**config.mk**
```make
export PLATFORM = sky130hd
export DESIGN_NAME = rr_pick8
export DESIGN_NICKNAME = d
export VERILOG_FILES = /design/src/rtl/dec8_arb_pkg.sv /design/src/rtl/rr_pick8.sv
export SDC_FILE = /design/constraint.sdc
export NUM_CORES = 1
export LEC_CHECK = 0
export ABC_AREA = 1
export CAP_MARGIN = 20
export CORE_MARGIN = 2
export CORE_UTILIZATION = 55
export DETAILED_ROUTE_END_ITERATION = 10
export MAX_ROUTING_LAYER = met4
export PLACE_DENSITY = 0.87
export REMOVE_ABC_BUFFERS = 1
export SETUP_SLACK_MARGIN = 0.3
export SLEW_MARGIN = 15
export SYNTH_ARGS = -nofsm -noshare
export SYNTH_HDL_FRONTEND = slang
export SYNTH_SLANG_ARGS = --single-unit
```
**constraint.sdc**
```tcl
create_clock -name vclk -period 5.65
set_input_delay 1.4125 -clock vclk [all_inputs]
set_output_delay 1.4125 -clock vclk [all_outputs]
set_load 0.02 [all_outputs]
```
**src/rtl/dec8_arb_pkg.sv**
```systemverilog
// Shared constants, state encoding and MSB-first index decode for the 8-way round-robin arbiter.
package dec8_arb_pkg;

  localparam int unsigned N     = 8;
  localparam int unsigned IDX_W = 3;
  localparam int unsigned CNT_W = 8;

  typedef enum logic [0:0] {
    IDLE  = 1'b0,
    GRANT = 1'b1
  } arb_state_e;

  // Requester i maps to bit (N-1-i), so index 0 decodes to the MSB.
  function automatic logic [N-1:0] idx2onehot(input logic [IDX_W-1:0] idx);
    return N'(8'h80) >> idx;
  endfunction

endpackage

```
**src/rtl/rr_pick8.sv**
```systemverilog
// Combinational rotating-priority search: first set request at ptr, ptr+1, ... ptr+7 (mod 8).
module rr_pick8
  import dec8_arb_pkg::*;
(
  input  logic [N-1:0]     req,
  input  logic [IDX_W-1:0] ptr,
  output logic             any,
  output logic [IDX_W-1:0] win_idx
);

  logic [IDX_W-1:0] cand;
  logic [IDX_W-1:0] bit_pos;

  always_comb begin
    any     = 1'b0;
    win_idx = '0;
    cand    = '0;
    bit_pos = '0;
    for (int k = 0; k < N; k++) begin
      cand    = IDX_W'(ptr + IDX_W'(k));
      bit_pos = IDX_W'(N - 1) - cand;
      if (!any && req[bit_pos]) begin
        any     = 1'b1;
        win_idx = cand;
      end
    end
  end

endmodule

```
; Word-level counts from Yosys, hierarchy flattened
; Cells that the tools add are included.
[word_totals]
regBits = 0
latchBits = 0
ramBits = 0
mem_bits_ro = 0
input_bits = 11
out_inout_bits = 4
elab_cells = 69
n_memories = 0
[op_classes]
n_addsub = 15
n_mul = 0
n_div = 0
magnitude_cmp = 8
eq_ne = 0
shift = 0
muxes = 32
bitwise_logic = 0
n_reduce_logical = 14
[op_table]
columns = operator, n
row1 = $lt 3x4->1 const B, 8
row2 = $bmux 1 s3, 8
row3 = $mux 3, 8
row4 = $sub 3x3->3 const A, 8
row5 = $mux 1, 16
row6 = $add 3x3->3 const B, 4
row7 = $logic_and 1x1->1, 7
row8 = $logic_not 1->1, 7
row9 = $add 3x2->3 const B, 2
row10 = $add 3x1->3 const B, 1

; Longest topological paths before layout
; Gate-level depths: netlist of the first run.
[depth]
depth_word = 25
ltp_mapped = 17
ltp_nobuf = 15

; Worst setup path after synthesis of the first run
; No wires, ideal clock.
[synth_timing]
kind = input-to-output
from = input ptr[0]
to = output win_idx[1]
arrival_time_ns = 3.158
required_time_ns = 4.238
slack_ns = 1.080
stages = 15
n_path_buf = 2
path_cell_list = buf_6 -> inv_4 -> buf_12 -> ha_1 -> inv_2 -> nand3_1 -> nand2_1 -> nor2_1 -> nor2_4 -> inv_2 -> nor2_2 -> nand3_1 -> nor2_1 -> nor2_1 -> nand3_1
[synth_via]
elab_chain_len = 25
elab_cells_between_ends = 60
classes_between = add/sub (15) / mux (31) / reduce/logical (14)
[synth_lines]
columns = element, line
row1 = "start, declared", rr_pick8.sv:6  ; input logic [IDX_W-1:0] ptr,
row2 = "parallel branches: the longest is 24 deep, another holds $add 3x1->3", --
row3 = $mux 3 *, rr_pick8.sv:22  ; if (!any && req[bit_pos]) begin
row4 = "end, declared", rr_pick8.sv:8  ; output logic [IDX_W-1:0] win_idx
; Every way passes the cells marked *. The select of a mux whose other input is x is not followed.

; Worst setup path in the final report of the first run
[layout_timing]
from = input ptr[1]
to = output win_idx[2]
; Same word-level chain as after synthesis.

==> results.py, run 1 <==
metrics = {
    "global_route": {
        "grt_max_degree": 12,
        "track_usage": 0.250,
        "grt_pass1_vias": 848,
        "globalRouteOverflowTotal": 0,
        "grt_pass1_wl_um": 3710,
        "antenna_found_initial": 0,
    },
    "logic_synthesis": {
        "synth_area_leader_cell": "nand3_2",
        "synth-simple-area-share": 0.743,
        "muxShareOfSynthArea": 0,
        "synth_top_family_by_area": "simple AND/OR/NAND/NOR gates",
        "avgSynthCellArea_um2": 6.66,
        "ys_seq_area_frac": 0,
        "ys_top_cells_by_area": "nand3_2 19%, nand2_1 14%, nand3_1 12%",
        "synth_top_area_frac": 0.189,
        "synthCells": 135,
        "ys_warn_count": 0,
        "synth_common_cells": "34 x nand2_1, 21 x nand3_1, 17 x nand3_2",
        "yosys.area_share.adder": 0.0278,
        "syn_area_um2": 900,
        "synth-xor-area-share": 0.0501,
        "synth_compound_area_frac": 0.0542,
        "yosysMostFrequentCell": "nand2_1",
        "synth_cell_types": 25,
    },
    "floorplanning": {
        "io_pins": 15,
        "chipHeight_um": 44.4,
        "start_util": 0.590,
        "dieWidth_um": 44.4,
        "core_area_um2": 1520,
        "rows": 14,
        "dieArea_um2": 1980,
    },
    "power_and_ir_drop": {
        "swShare": 0.636,
        "combPwrFrac": 1.000,
        "power.internal_mw": 0.0472,
        "seq_power_share": 0,
        "p_total_mw": 0.130,
        "ir_worst_vdd_mv": 0.0563,
        "p_switching_mw": 0.0826,
        "power_leakage_nw": 0.510,
        "p_per_area_nw_per_um2": 124,
        "power_frac_clock": 0,
    },
    "cells_and_area": {
        "seqCellArea_um2": 0,
        "fillers": 126,
        "num_antenna_cells": 0,
        "drive_gt1_frac": 0.347,
        "fin_nets": 165,
        "multi_input_area_um2": 792,
        "nClkBuffers": 0,
        "syn_to_final_growth_pct": 16.4,
        "seq_cells": 0,
    },
    "timing": {
        "fmax_mhz": 191,
        "rsz0062_at_grt": "yes",
        "worst_pin_slew_ps": 446,
        "hold_viol": 0,
        "finalCritPeriodShare": 0.925,
        "finalSetupViolations": 0,
        "setup_ws_ps": 424,
        "period_needed_ps": 5230,
        "drv_slew": 0,
        "slew-limit-headroom": 0.699,
        "finalSetupTns_ps": 0,
    },
    "critical_path": {
        "worstPathMaxFanout": 7,
        "cp_slowest_cell": "clkdlybuf4s50_1",
        "critPathLaunch": "ptr[1]",
        "cpPeakStageDelay_ps": 540,
        "path_cells": "clkdlybuf4s50_1 -> inv_2 -> ha_2 -> inv_2 -> nand3_2 -> nand2_2 -> o21ai_2 -> inv_1 -> nand2_1 -> nand3_1 -> nand2_1 -> nand2_1 -> nand2_1 -> nand2_1 -> nand3_1 -> dlygate4sd2_1",
        "worstPathArrival_ps": 3810,
        "critPathLaunchType": "input port",
        "endpoint_kind": "output port",
        "cp_data_required_time_ps": 4240,
        "path_common_cell": "nand2_1",
        "critPathKind": "input port to output port",
    },
    "routing": {
        "drtPass1Iterations": 4,
        "wl_per_cell_um": 12.7,
        "drtIter0Drc": 36,
        "wl_um": 2110,
        "drc_errors": 0,
        "vias_per_cell": 5.69,
        "num_vias": 944,
        "antenna_left": 0,
    },
    "placed_design": {
        "port_buffers": 15,
        "preCtsSetupSlack_ps": 114,
        "hpwl_um": 1860,
        "gp_congestion": 0.946,
    },
    "run": {
        "drv_cap": 0,
    },
    "clock_network": {
        "post_cts_buffers": 0,
    },
    "status": {
        "status": "completed",
    },
    "min_path": {
        "hold_path.class": "input port to output port",
        "hold_start": "ptr[0]",
    },
}
==> cell families after synthesis <==
| group | count (synthesis) |
|---|---|
| adders and majority gates | 2 |
| AOI/OAI and AO/OA | 7 |
| buffers and inverters | 19 |
| xor gates and xnor gates | 3 |
| and+or+nand+nor | 104 |
==> final cells by class <==
type                            count  area share
Inverter                           15      0.0562
Tap cell                           16      0.0191
Timing Repair Buffer               19       0.168
Multi-Input combinational cell    116       0.756
==> through the flow <==
stage                     std cells  hold WS, ps   util  cell area [µm²]
after floorplan                 131         3120      -              846
after global placement          166         4270  0.686             1050
after detailed placement        166         4280  0.686             1050
after CTS                       166         4050  0.687             1050
after global routing            166         3990  0.687             1050
final                           166         3920  0.687             1050
==> worst max-delay path: cells and delay by family <==
family,cells,cell delay (ps)
AOI/OAI and AO/OA,1,240
and+or+nand+nor,9,620
adders and majority gates,1,420
buffers and inverters,5,1110
==> metal layers <==
metal	global-route usage	vias up	routed length (µm)
li1	-	480	-
met1	0.336	425	959
met2	0.421	33	991
met3	0	6	108
met4	0.0545	0	45
met5	-	-	0
==> layout by cell type (no fill, tap or decap), drive strengths merged <==
master / count
nand2: 47
nand3: 39
inv: 15
nor2: 12
clkdlybuf4s50: 11
nand4: 5
buf: 4
o21ai: 4
xnor2: 2
ha: 2
xor2: 1
a31oi: 1
a21oi: 1
o21a: 1
nand3b: 1
dlymetal6s2s: 1
clkbuf: 1
clkdlybuf4s15: 1
dlygate4sd2: 1
==> timing repair <==
item                       4_1_cts  5_1_grt
setup endpoints to repair        3        4
gates resized for setup          5        4
hold buffers                     0        0
==> power by group through the flow <==
stage	Sequential, mW	Combinational (mW)	Clock, mW
3_3_place_gp	0	0.129	0
3_5_place_dp	0	0.132	0
2_1_floorplan	0	0.0922	0
5_1_grt	0	0.142	0
6_report	0	0.130	0
4_1_cts	0	0.129	0
==> final timing paths <==
path,slack [ps],to,depth (start not counted)
worst max-delay path,420,win_idx[2],16
worst min-delay path,3920,win_idx[0],6
No activity file was read; power rests on OpenSTA's default activity.
==> run 2, diff against run 1 <==
Settings changed: GPL_TIMING_DRIVEN set to 0.
Clock period 5.65 ns to 6.65 ns, I/O delays scaled along.
==> results.py, run 2 (same netlist as run 1, synthesis figures left out) <==
metrics = {
    "status": {
        "status": "completed",
    },
    "floorplanning": {
        "dieArea_um2": 1980,
        "rows": 14,
        "start_util": 0.590,
        "io_pins": 15,
        "core_area_um2": 1520,
        "dieWidth_um": 44.4,
        "chipHeight_um": 44.4,
    },
    "global_route": {
        "busiest_layer": "met2",
        "track_usage": 0.251,
        "use_met3": 0.00408,
        "use_met2": 0.424,
        "grt_pass1_vias": 868,
        "grt_max_degree": 13,
        "grtUsageMet1": 0.338,
        "grt_pass1_wl_um": 3720,
        "globalRouteOverflowTotal": 0,
        "antenna_found_initial": 0,
    },
    "critical_path": {
        "cp_data_required_time_ps": 4990,
        "cp_top_family": "buffers and inverters",
        "path_common_cell": "nand2_1",
        "worstPathArrival_ps": 4300,
        "critPathLaunchType": "input port",
        "worstPathMaxFanout": 12,
        "endpoint_kind": "output port",
        "cpPeakStageDelay_ps": 600,
        "cp_slowest_cell": "clkdlybuf4s50_1",
        "critPathKind": "input port to output port",
        "critical_path_depth": 15,
        "worst-path-buf-inv": 4,
        "path_cells": "clkbuf_2 -> inv_4 -> ha_1 -> inv_2 -> nand3_2 -> nand3_2 -> nand2_2 -> nor2_4 -> nand4_4 -> nor2_4 -> nand2_1 -> nand2_1 -> nand2_1 -> nand2_1 -> clkdlybuf4s50_1",
    },
    "cells_and_area": {
        "num_antenna_cells": 0,
        "drive_gt1_frac": 0.322,
        "syn_to_final_growth_pct": 11.8,
        "final_common_cell": "nand2_1",
        "fin_nets": 161,
        "multi_input_area_um2": 787,
        "seq_cells": 0,
        "final_cell_mix": "34 x nand2_1, 21 x nand3_1, 17 x nand3_2",
        "seqCellArea_um2": 0,
        "nClkBuffers": 0,
        "fillers": 137,
    },
    "routing": {
        "drc_errors": 0,
        "antenna_left": 0,
        "drtPass1Iterations": 4,
        "wl_per_cell_um": 13.0,
        "drtIter0Drc": 22,
        "vias_per_cell": 5.71,
        "num_vias": 925,
        "wl_um": 2110,
    },
    "timing": {
        "hold_viol": 0,
        "rsz0062_at_grt": "no",
        "finalCritPeriodShare": 0.896,
        "slew-limit-headroom": 0.686,
        "period_needed_ps": 5960,
        "drv_slew": 0,
        "worst_pin_slew_ps": 469,
        "fmax_mhz": 168,
        "finalSetupViolations": 0,
        "finalSetupTns_ps": 0,
    },
    "power_and_ir_drop": {
        "seq_power_share": 0,
        "p_per_area_nw_per_um2": 110,
        "power.internal_mw": 0.0403,
        "combPwrFrac": 1.000,
        "power_frac_clock": 0,
        "ir_worst_vdd_mv": 0.0529,
        "power_leakage_nw": 0.492,
        "swShare": 0.634,
        "p_total_mw": 0.110,
        "p_switching_mw": 0.0698,
    },
    "min_path": {
        "holdPathStages": 5,
        "hold_start": "ptr[0]",
        "hold_end": "win_idx[0]",
        "hold_path.class": "input port to output port",
    },
    "placed_design": {
        "hpwl_um": 1820,
        "port_buffers": 15,
        "gp_congestion": 0.908,
    },
    "run": {
        "drv_cap": 0,
    },
    "clock_network": {
        "cts_hold_buffers": 0,
    },
}
-- run 2: changes by cell type in the layout (fill, tap and decap cells not counted) --
| cell | previous run | this run |
|---|---|---|
| buf_4 | 4 | 0 |
| clkbuf_2 | 1 | 2 |
| clkdlybuf4s15_1 | 1 | 0 |
| clkdlybuf4s50_1 | 11 | 13 |
| dlygate4sd2_1 | 1 | 0 |
| dlymetal6s2s_1 | 1 | 0 |
| ha_1 | 0 | 2 |
| ha_2 | 2 | 0 |
-- run 2: final cells by class --
cell class / instances / area share
multi-input cells: 116 / 0.782
well taps: 16 / 0.0199
inverters: 15 / 0.0585
repair buffers: 15 / 0.139
-- run 2: how the worst max path moves through the flow --
| stage | start | end | slack (ps) |
|---|---|---|---|
| after floorplan | ptr[0] | win_idx[1] | 1770 |
| after global placement | ptr[1] | win_idx[0] | 220 |
| after detailed placement | ptr[1] | win_idx[0] | 150 |
| after CTS | ptr[1] | win_idx[0] | 420 |
| after global routing | ptr[0] | win_idx[0] | 490 |
| final | ptr[0] | win_idx[0] | 690 |
-- run 2: per-layer routing --
metal	wire length, µm	part of all wire
met1	944	0.45
met2	1060	0.50
met3	94	0.044
met4	15	0.0071
met5	0	0
-- run 2: tightest hold or removal path, delay by kind of cell --
| kind | cells | cell delay (ps) |
|---|---|---|
| buf+inv | 3 | 900 |
| simple gates | 2 | 170 |
-- run 2: stage by stage --
step                      hold WS [ps]  cell area, µm²  cells  setup slack, ps  utilization
after floorplan                   3620             846    131             1770            -
after global placement            4810            1020    162              225        0.667
after detailed placement          4830            1020    162              145        0.667
after CTS                         4650            1010    162              418        0.665
after global routing              4470            1010    162              489        0.660
final                             4400            1010    162              692        0.660
-- run 2: repair_timing --
item	4_1_cts	5_1_grt
setup endpoints to repair	3	3
gates cloned	0	0
setup buffers	0	0
gates resized for setup	2	4
-- run 2: power groups by stage --
stage / Sequential, mW / Combinational [mW] / Clock, mW
after floorplan: 0 / 0.0784 / 0
after global placement: 0 / 0.107 / 0
after detailed placement: 0 / 0.110 / 0
after CTS: 0 / 0.110 / 0
after global routing: 0 / 0.122 / 0
final: 0 / 0.110 / 0
==> run 3, diff against run 2 <==
Settings changed: CORE_UTILIZATION 55 to 50, PLACE_DENSITY 0.87 to 0.81, SLEW_MARGIN 15 to 40.
==> results.py, run 3 (same netlist as run 1, synthesis figures left out) <==
metrics = {
    "status": {
        "status": "completed",
    },
    "routing": {
        "num_vias": 923,
        "antenna_left": 0,
        "drtPass1Iterations": 4,
        "wl_per_cell_um": 11.5,
        "drtIter0Drc": 32,
        "drc_errors": 0,
        "vias_per_cell": 5.40,
        "wl_um": 1970,
    },
    "placed_design": {
        "hpwl_um": 1700,
        "preCtsSetupSlack_ps": 158,
        "port_buffers": 15,
        "gp_congestion": 0.851,
        "placed_area_um2": 1030,
    },
    "global_route": {
        "grt_pass1_wl_um": 3480,
        "grt_max_degree": 13,
        "grt_pass1_vias": 833,
        "antenna_found_initial": 0,
        "globalRouteOverflowTotal": 0,
        "track_usage": 0.219,
    },
    "cells_and_area": {
        "seq_cells": 0,
        "nClkBuffers": 0,
        "multi_input_area_um2": 787,
        "fin_nets": 161,
        "seqCellArea_um2": 0,
        "num_antenna_cells": 0,
        "syn_to_final_growth_pct": 13.1,
        "post-route-util": 0.596,
        "final_area_um2": 1020,
        "drive_gt1_frac": 0.322,
        "fillers": 162,
        "final_cell_mix": "34 x nand2_1, 21 x nand3_1, 17 x nand3_2",
        "final_common_cell": "nand2_1",
    },
    "power_and_ir_drop": {
        "seq_power_share": 0,
        "p_per_area_nw_per_um2": 108,
        "p_switching_mw": 0.0690,
        "combPwrFrac": 1.000,
        "power_leakage_nw": 0.492,
        "p_total_mw": 0.109,
        "power_frac_clock": 0,
        "swShare": 0.631,
        "ir_worst_vdd_mv": 0.0534,
        "power.internal_mw": 0.0404,
    },
    "min_path": {
        "holdPathStages": 5,
        "hold_path.class": "input port to output port",
    },
    "floorplanning": {
        "dieWidth_um": 46.4,
        "dieArea_um2": 2150,
        "chipHeight_um": 46.4,
        "core_area_um2": 1710,
        "start_util": 0.527,
        "rows": 15,
        "io_pins": 15,
    },
    "timing": {
        "worst_pin_slew_ps": 463,
        "period_needed_ps": 5960,
        "hold_viol": 0,
        "finalCritPeriodShare": 0.897,
        "drv_slew": 0,
        "setup_ws_ps": 687,
        "fmax_mhz": 168,
        "rsz0062_at_grt": "no",
        "slew-limit-headroom": 0.690,
        "finalSetupTns_ps": 0,
        "finalSetupViolations": 0,
    },
    "run": {
        "drv_cap": 0,
    },
    "critical_path": {
        "cpPeakStageDelay_ps": 610,
        "cp_data_required_time_ps": 4990,
        "path_cells": "clkbuf_2 -> inv_2 -> ha_1 -> inv_2 -> nand3_1 -> nand2_1 -> nor2_1 -> nor2_4 -> inv_2 -> nor2_2 -> nand3_1 -> nor2_1 -> nor2_1 -> nand3_1 -> clkdlybuf4s50_1",
        "cp_slowest_cell": "clkdlybuf4s50_1",
        "worstPathArrival_ps": 4300,
        "worstPathMaxFanout": 10,
        "critPathLaunchType": "input port",
        "critPathKind": "input port to output port",
        "endpoint_kind": "output port",
    },
    "clock_network": {
        "cts_hold_buffers": 0,
    },
}
-- run 3: layout make-up --
type,instances,area share
well taps,25,0.0308
inverters,15,0.0578
multi-input cells,116,0.774
repair buffers,15,0.138
-- run 3: metal layers --
layer	up-vias	track usage	wire, µm
met1	423	0.279	881
met3	4	0.0118	72
li1	471	-	-
met5	-	-	0
met2	25	0.378	982
met4	0	0.0457	31
-- run 3: power by group through the flow --
| stage | clock network, mW | registers, mW | logic (mW) |
|---|---|---|---|
| after floorplan | 0 | 0 | 0.0784 |
| after global placement | 0 | 0 | 0.107 |
| after detailed placement | 0 | 0 | 0.109 |
| after CTS | 0 | 0 | 0.109 |
| after global routing | 0 | 0 | 0.121 |
| final | 0 | 0 | 0.109 |
-- run 3: final timing paths --
check    from         end
max    ptr[1]  win_idx[1]
min    ptr[0]  win_idx[0]
-- run 3: stage by stage --
stage | std cells | hold WS (ps)
2_1_floorplan | 131 | 3620
3_3_place_gp | 171 | 4810
3_5_place_dp | 171 | 4810
4_1_cts | 171 | 4650
5_1_grt | 171 | 4440
6_report | 171 | 4380
-- run 3: what timing repair did --
| item | in CTS | in global routing |
|---|---|---|
| resized for setup | 2 | 4 |
| buffers inserted | 0 | 0 |
| hold endpoints to repair | 0 | 0 |
| setup endpoints to repair | 3 | 3 |
| cloned | 0 | 0 |
-- run 3: worst max-delay path: cells and delay by family --
family	cells	cell delay, ps
fa+ha+maj	1	430
simple gates	9	930
buf+inv	5	1280
